**src/rtl/hiscore_tracker.sv**
```systemverilog
// hiscore_tracker: tracks the peak valid BCD score of a run, commits it to a
// session high score at game over, and drives the display digits, the
// leading-zero blank mask and a blinking new-record flag.
module hiscore_tracker #(
    parameter int unsigned BLINK_TICKS = 8,
    parameter int unsigned HOLD_TICKS  = 48
) (
    input  logic       clk22,
    input  logic       rst,
    input  logic       gamestart,
    input  logic       gameover,
    input  logic [3:0] score0,
    input  logic [3:0] score1,
    input  logic [3:0] score2,
    input  logic [3:0] score3,
    output logic [3:0] disp0,
    output logic [3:0] disp1,
    output logic [3:0] disp2,
    output logic [3:0] disp3,
    output logic [3:0] blank,
    output logic [3:0] hi0,
    output logic [3:0] hi1,
    output logic [3:0] hi2,
    output logic [3:0] hi3,
    output logic       new_record
);

    localparam int unsigned SCORE_W = 16;
    localparam int unsigned TIMER_W = (HOLD_TICKS  > 1) ? $clog2(HOLD_TICKS)  : 1;
    localparam int unsigned BLINK_W = (BLINK_TICKS > 1) ? $clog2(BLINK_TICKS) : 1;

    typedef enum logic [1:0] {
        S_IDLE   = 2'd0,
        S_PLAY   = 2'd1,
        S_RESULT = 2'd2
    } state_t;

    state_t               state;
    logic [SCORE_W-1:0]   hi_q;
    logic [SCORE_W-1:0]   peak_q;
    logic [SCORE_W-1:0]   disp_q;
    logic [TIMER_W-1:0]   timer_q;
    logic [BLINK_W-1:0]   blink_q;
    logic                 rec_q;

    logic [SCORE_W-1:0]   sample;
    logic                 sample_valid;

    // Leading-zero mask for a 4-digit BCD value; the ones digit is never blanked.
    function automatic logic [3:0] blank_of(input logic [SCORE_W-1:0] d);
        logic b3;
        logic b2;
        logic b1;
        b3 = (d[15:12] == 4'd0);
        b2 = b3 & (d[11:8] == 4'd0);
        b1 = b2 & (d[7:4] == 4'd0);
        return {b3, b2, b1, 1'b0};
    endfunction

    // Assemble the live score and reject samples holding a transient non-BCD digit.
    always_comb begin
        sample       = {score3, score2, score1, score0};
        sample_valid = (score0 <= 4'd9) && (score1 <= 4'd9) &&
                       (score2 <= 4'd9) && (score3 <= 4'd9);
    end

    // Run-tracking state machine with registered display, record and blink outputs.
    always_ff @(posedge clk22) begin
        if (rst) begin
            state      <= S_IDLE;
            hi_q       <= '0;
            peak_q     <= '0;
            disp_q     <= '0;
            blank      <= 4'b1110;
            timer_q    <= '0;
            blink_q    <= '0;
            rec_q      <= 1'b0;
            new_record <= 1'b0;
        end else if (gamestart) begin
            // A new run wins over everything else, including a same-cycle gameover.
            state      <= S_PLAY;
            peak_q     <= '0;
            timer_q    <= '0;
            blink_q    <= '0;
            rec_q      <= 1'b0;
            new_record <= 1'b0;
        end else begin
            case (state)
                S_IDLE: begin
                    disp_q <= hi_q;
                    blank  <= blank_of(hi_q);
                end

                S_PLAY: begin
                    if (sample_valid) begin
                        disp_q <= sample;
                        blank  <= blank_of(sample);
                        if (sample > peak_q) begin
                            peak_q <= sample;
                        end
                    end
                    if (gameover) begin
                        state      <= S_RESULT;
                        timer_q    <= '0;
                        blink_q    <= '0;
                        rec_q      <= 1'b0;
                        new_record <= 1'b0;
                    end
                end

                S_RESULT: begin
                    disp_q <= peak_q;
                    blank  <= blank_of(peak_q);

                    // Entry cycle decides the record; later cycles run the blink divider.
                    if (timer_q == '0) begin
                        blink_q <= '0;
                        if (peak_q > hi_q) begin
                            hi_q       <= peak_q;
                            rec_q      <= 1'b1;
                            new_record <= 1'b1;
                        end else begin
                            rec_q      <= 1'b0;
                            new_record <= 1'b0;
                        end
                    end else if (rec_q) begin
                        if (blink_q == BLINK_W'(BLINK_TICKS - 1)) begin
                            blink_q    <= '0;
                            new_record <= ~new_record;
                        end else begin
                            blink_q <= blink_q + BLINK_W'(1);
                        end
                    end

                    if (timer_q == TIMER_W'(HOLD_TICKS - 1)) begin
                        state      <= S_IDLE;
                        timer_q    <= '0;
                        rec_q      <= 1'b0;
                        new_record <= 1'b0;
                    end else begin
                        timer_q <= timer_q + TIMER_W'(1);
                    end
                end

                default: begin
                    state      <= S_IDLE;
                    new_record <= 1'b0;
                end
            endcase
        end
    end

    // Registered digit outputs.
    assign disp0 = disp_q[3:0];
    assign disp1 = disp_q[7:4];
    assign disp2 = disp_q[11:8];
    assign disp3 = disp_q[15:12];
    assign hi0   = hi_q[3:0];
    assign hi1   = hi_q[7:4];
    assign hi2   = hi_q[11:8];
    assign hi3   = hi_q[15:12];

endmodule
```
**config.mk**
```make
export PLATFORM = sky130hd
export DESIGN_NAME = hiscore_tracker
export DESIGN_NICKNAME = d
export VERILOG_FILES = /design/src/rtl/hiscore_tracker.sv
export SDC_FILE = /design/constraint.sdc
export NUM_CORES = 1
export LEC_CHECK = 0
export CORE_MARGIN = 5
export CORE_UTILIZATION = 31
export CTS_BUF_LIST = sky130_fd_sc_hd__clkbuf_8
export CTS_CLUSTER_DIAMETER = 80
export DETAILED_ROUTE_END_ITERATION = 7
export PLACE_DENSITY = 0.53
export SLEW_MARGIN = 10
export SYNTH_ARGS = -nofsm -noshare
export SYNTH_HDL_FRONTEND = slang
export SYNTH_SLANG_ARGS = --single-unit
```
**constraint.sdc**
```tcl
create_clock -name clk22 -period 3.2 [get_ports clk22]
set_clock_uncertainty 0.15 [all_clocks]
set_input_delay 0.48 -clock clk22 [delete_from_list [all_inputs] [get_ports clk22]]
set_output_delay 0.48 -clock clk22 [all_outputs]
set_load 0.01 [all_outputs]
```
==> results by group <==
Status
  • Status: complete, no violations

Logic synthesis
  • Synth async-reset ratio: 0
  • EDFF count, synth: 0
  • Top-count cell post-synth: nor2_1
  • Ys flop type: dfxtp_1
  • Leading post-synthesis cells by cell area: dfxtp_1, ha_1, a21oi_1
  • Area share of the leading cell type in the synthesized netlist: 0.330
  • Netlist cell types: 49
  • Seq/Total Area, Yosys: 0.330
  • Yosys reg bits: 64
  • Synthesized area: 3880 µm²
  • Net Count, Synth: 540
  • Average size of a mapped cell: 8.08 µm²
  • Cells after Synth: 480
  • Yosys top cell by area: dfxtp_1
  • Synth top cells by count: nor2_1, dfxtp_1, a21oi_1, ha_1, inv_1
  • Synth warnings: 0

CTS
  • Clk_lat worst skew: between 0.3 and 0.4 ns
  • Hold buffer count at CTS: 0
  • Clk sink count: 64
  • H-tree depth: 3
  • TritonCTS clock tree: yes
  • Cts repair resizes: 0
  • Clock transition at path regs: approximately 0.070 ns
  • CTS Buffer Depth: 2
  • Post-CTS setup buffer count: 0
  • Num CTS Buffers: 9
  • Root Buffer: clkbuf_8

Timing
  • Final setup TNS: 0 ns
  • Max-slew violations: 0
  • Final setup fails: 0
  • Tmin final: around 2.8 ns
  • Fin. Hold Viols: 0
  • Final period utilization: 0.887
  • Max-slew headroom: 0.237
  • Fmax: around 0.35 GHz
  • RSZ-0062 raised after global routing: false
  • Worst-Margin Slew: ~1.1 ns

Worst setup path
  • WP data arrival: 2.97 ns
  • Crit path capture: peak_q[3]$_SDFFE_PP0P_
  • FF-to-FF Start: peak_q[1]$_SDFFE_PP0P_
  • Critical Path Start: score1[2]
  • Critical path's largest stage delay: between 0.9 and 1 ns
  • Crit-path cells: clkdlybuf4s50_1, ha_1, a21oi_1, a21boi_0, o31ai_2, nand3_1, a21oi_1
  • Critical path type: in2reg
  • CP startpoint kind: input pin
  • Worst Path Max Fanout: 16
  • Reg2reg end: peak_q[3]$_SDFFE_PP0P_
  • R2R Setup Slk: 0.46 ns
  • Worst path most repeated cell: a21oi_1
  • Critical path's slowest cell: o31ai_2
  • WP data required: between 3 and 4 ns
  • Worst r2r path cells: 8
  • Critical Path Sink Type: register

Final layout
  • Share of layout cells above drive strength 1: 0.0675
  • Antenna cell count: 0
  • Nets@finish: ~590
  • Area delta synth->final: 24.5%
  • Fin cells: 701

Global routing
  • Largest net degree at the start of global routing: 37
  • Vias in the first global route: 3388
  • First-pass GRT wire length: between 15000 and 20000 µm
  • GR Overflow Total: 0
  • GRT Overall Usage: 0.150
  • Initial antenna violation count: 0

Job
  • Max_cap viols: 0

Drt
  • DR vias/cell: about 5.2
  • DR WL/cell: 15.7 µm
  • Final WL: roughly 11000 µm
  • DR iter-0 viols: between 300 and 400
  • Vias: ~3700
  • Drc violations: 0
  • Number of detailed-route iterations in the first pass: 5
  • Antenna Nets Post-Route: 0

Power
  • Static Leak: about 1.7 nW
  • Total power: 1.90 mW
  • Pwr dens: 394 nW/µm²
  • Peak supply drop: between 150 and 200 µV

Place
  • Port bufs: 55
  • Post-DP HPWL: roughly 8400 µm
  • Gpl congestion: just under 0.9
  • Cells after DPL: about 690

Floorplanning
  • Ports: 57
  • Starting Density: 0.319
  • Core Region: 12200 µm²
  • Die W: 122 µm
  • Full die area: around 15000 µm²
  • Cell Rows: 40
  • Die H: approximately 120 µm

Min path
  • Hold Path Origin: blank[2]$_SDFFE_PP1P_
  • Class of the worst hold path: reg2reg
cells by family (layout without fill, tap and decap cells):
logic type               after synthesis  in the layout  synth area share
adder cells (fa/ha/maj)               40             40             0.129
other                                  1              1          0.000967
AO/OA/AOI/OAI                        141            141             0.227
buffers and inverters                 65            118            0.0720
multiplexers                          19             19            0.0490
flip-flops                            64             64             0.330
AND/OR/NAND/NOR                      150            150             0.192
critical path: cells and delay by family:
family | cells | cell delay, ns
compound gates | 4 | 1.45
buf+inv | 1 | 0.49
fa+ha+maj | 1 | 0.36
simple gates | 1 | 0.18
flip-flops by register name (all words and copies together), names as in the netlist:
name        cells
new_record      1
hi_q           16
timer_q         6
disp_q         16
state           2
rec_q           1
blink_q         3
peak_q         16
blank           3
cell type report:
class / instances / area (µm²)
Clock buffer: 13 / 179
Clock inverter: 2 / 60.1
Fill cell: 1248 / 7330
Inverter: 38 / 143
Multi-Input combinational cell: 351 / 2320
Sequential cell: 64 / 1280
Tap cell: 168 / 210
Timing Repair Buffer: 65 / 638
metrics by stage:
step | setup WS, ns | util | hold slack (ns) | area [µm²]
floorplan | 0.861 | - | 0.286 | 3880
global placement | 0.134 | 0.377 | 0.296 | 4590
detailed placement | 0.0324 | 0.377 | 0.309 | 4590
CTS | 0.384 | 0.397 | 0.324 | 4830
global route | 0.192 | 0.397 | 0.354 | 4830
finish | 0.362 | 0.397 | 0.318 | 4830
cells in the final DEF, fill, tap and decap left out, drive strengths merged, types with 5 or more instances in the layout:
| master | n |
|---|---|
| a22oi | 19 |
| ha | 40 |
| nand4 | 13 |
| a211oi | 16 |
| clkdlybuf4s50 | 55 |
| a21oi | 56 |
| nand3 | 21 |
| o21ai | 32 |
| nor2b | 5 |
| nor4 | 8 |
| nor3 | 5 |
| nor2 | 66 |
| clkbuf | 13 |
| buf | 10 |
| dfxtp | 64 |
| nand2 | 16 |
| inv | 38 |
| mux2i | 19 |
where the power goes:
group          leakage (nW)  total, mW  switching, mW  internal (mW)
clock network         0.122      0.830          0.310          0.520
registers             0.518      0.822         0.0104          0.812
logic                  1.08      0.248          0.141          0.107
total                  1.72       1.90          0.461           1.44
layer usage:
layer / routed length, µm / vias to the layer above / global-route usage
li1: - / 1824 / -
met1: 5330 / 1692 / 0.215
met2: 4660 / 135 / 0.217
met3: 817 / 11 / 0.0344
met4: 187 / 0 / 0.0609
met5: 0 / - / 0
worst min-delay path by stage:
stage	endpoint	slack [ns]	depth (start not counted)
global route	disp_q[1]$_SDFFE_PP0P_	0.35	2
finish	blank[2]$_SDFFE_PP1P_	0.32	1
floorplan	blink_q[2]$_SDFFE_PP0P_	0.29	2
detailed placement	blank[2]$_SDFFE_PP1P_	0.31	1
CTS	blank[2]$_SDFFE_PP1P_	0.32	1
global placement	blank[2]$_SDFFE_PP1P_	0.30	1
No activity file was read; power rests on OpenSTA's default activity.
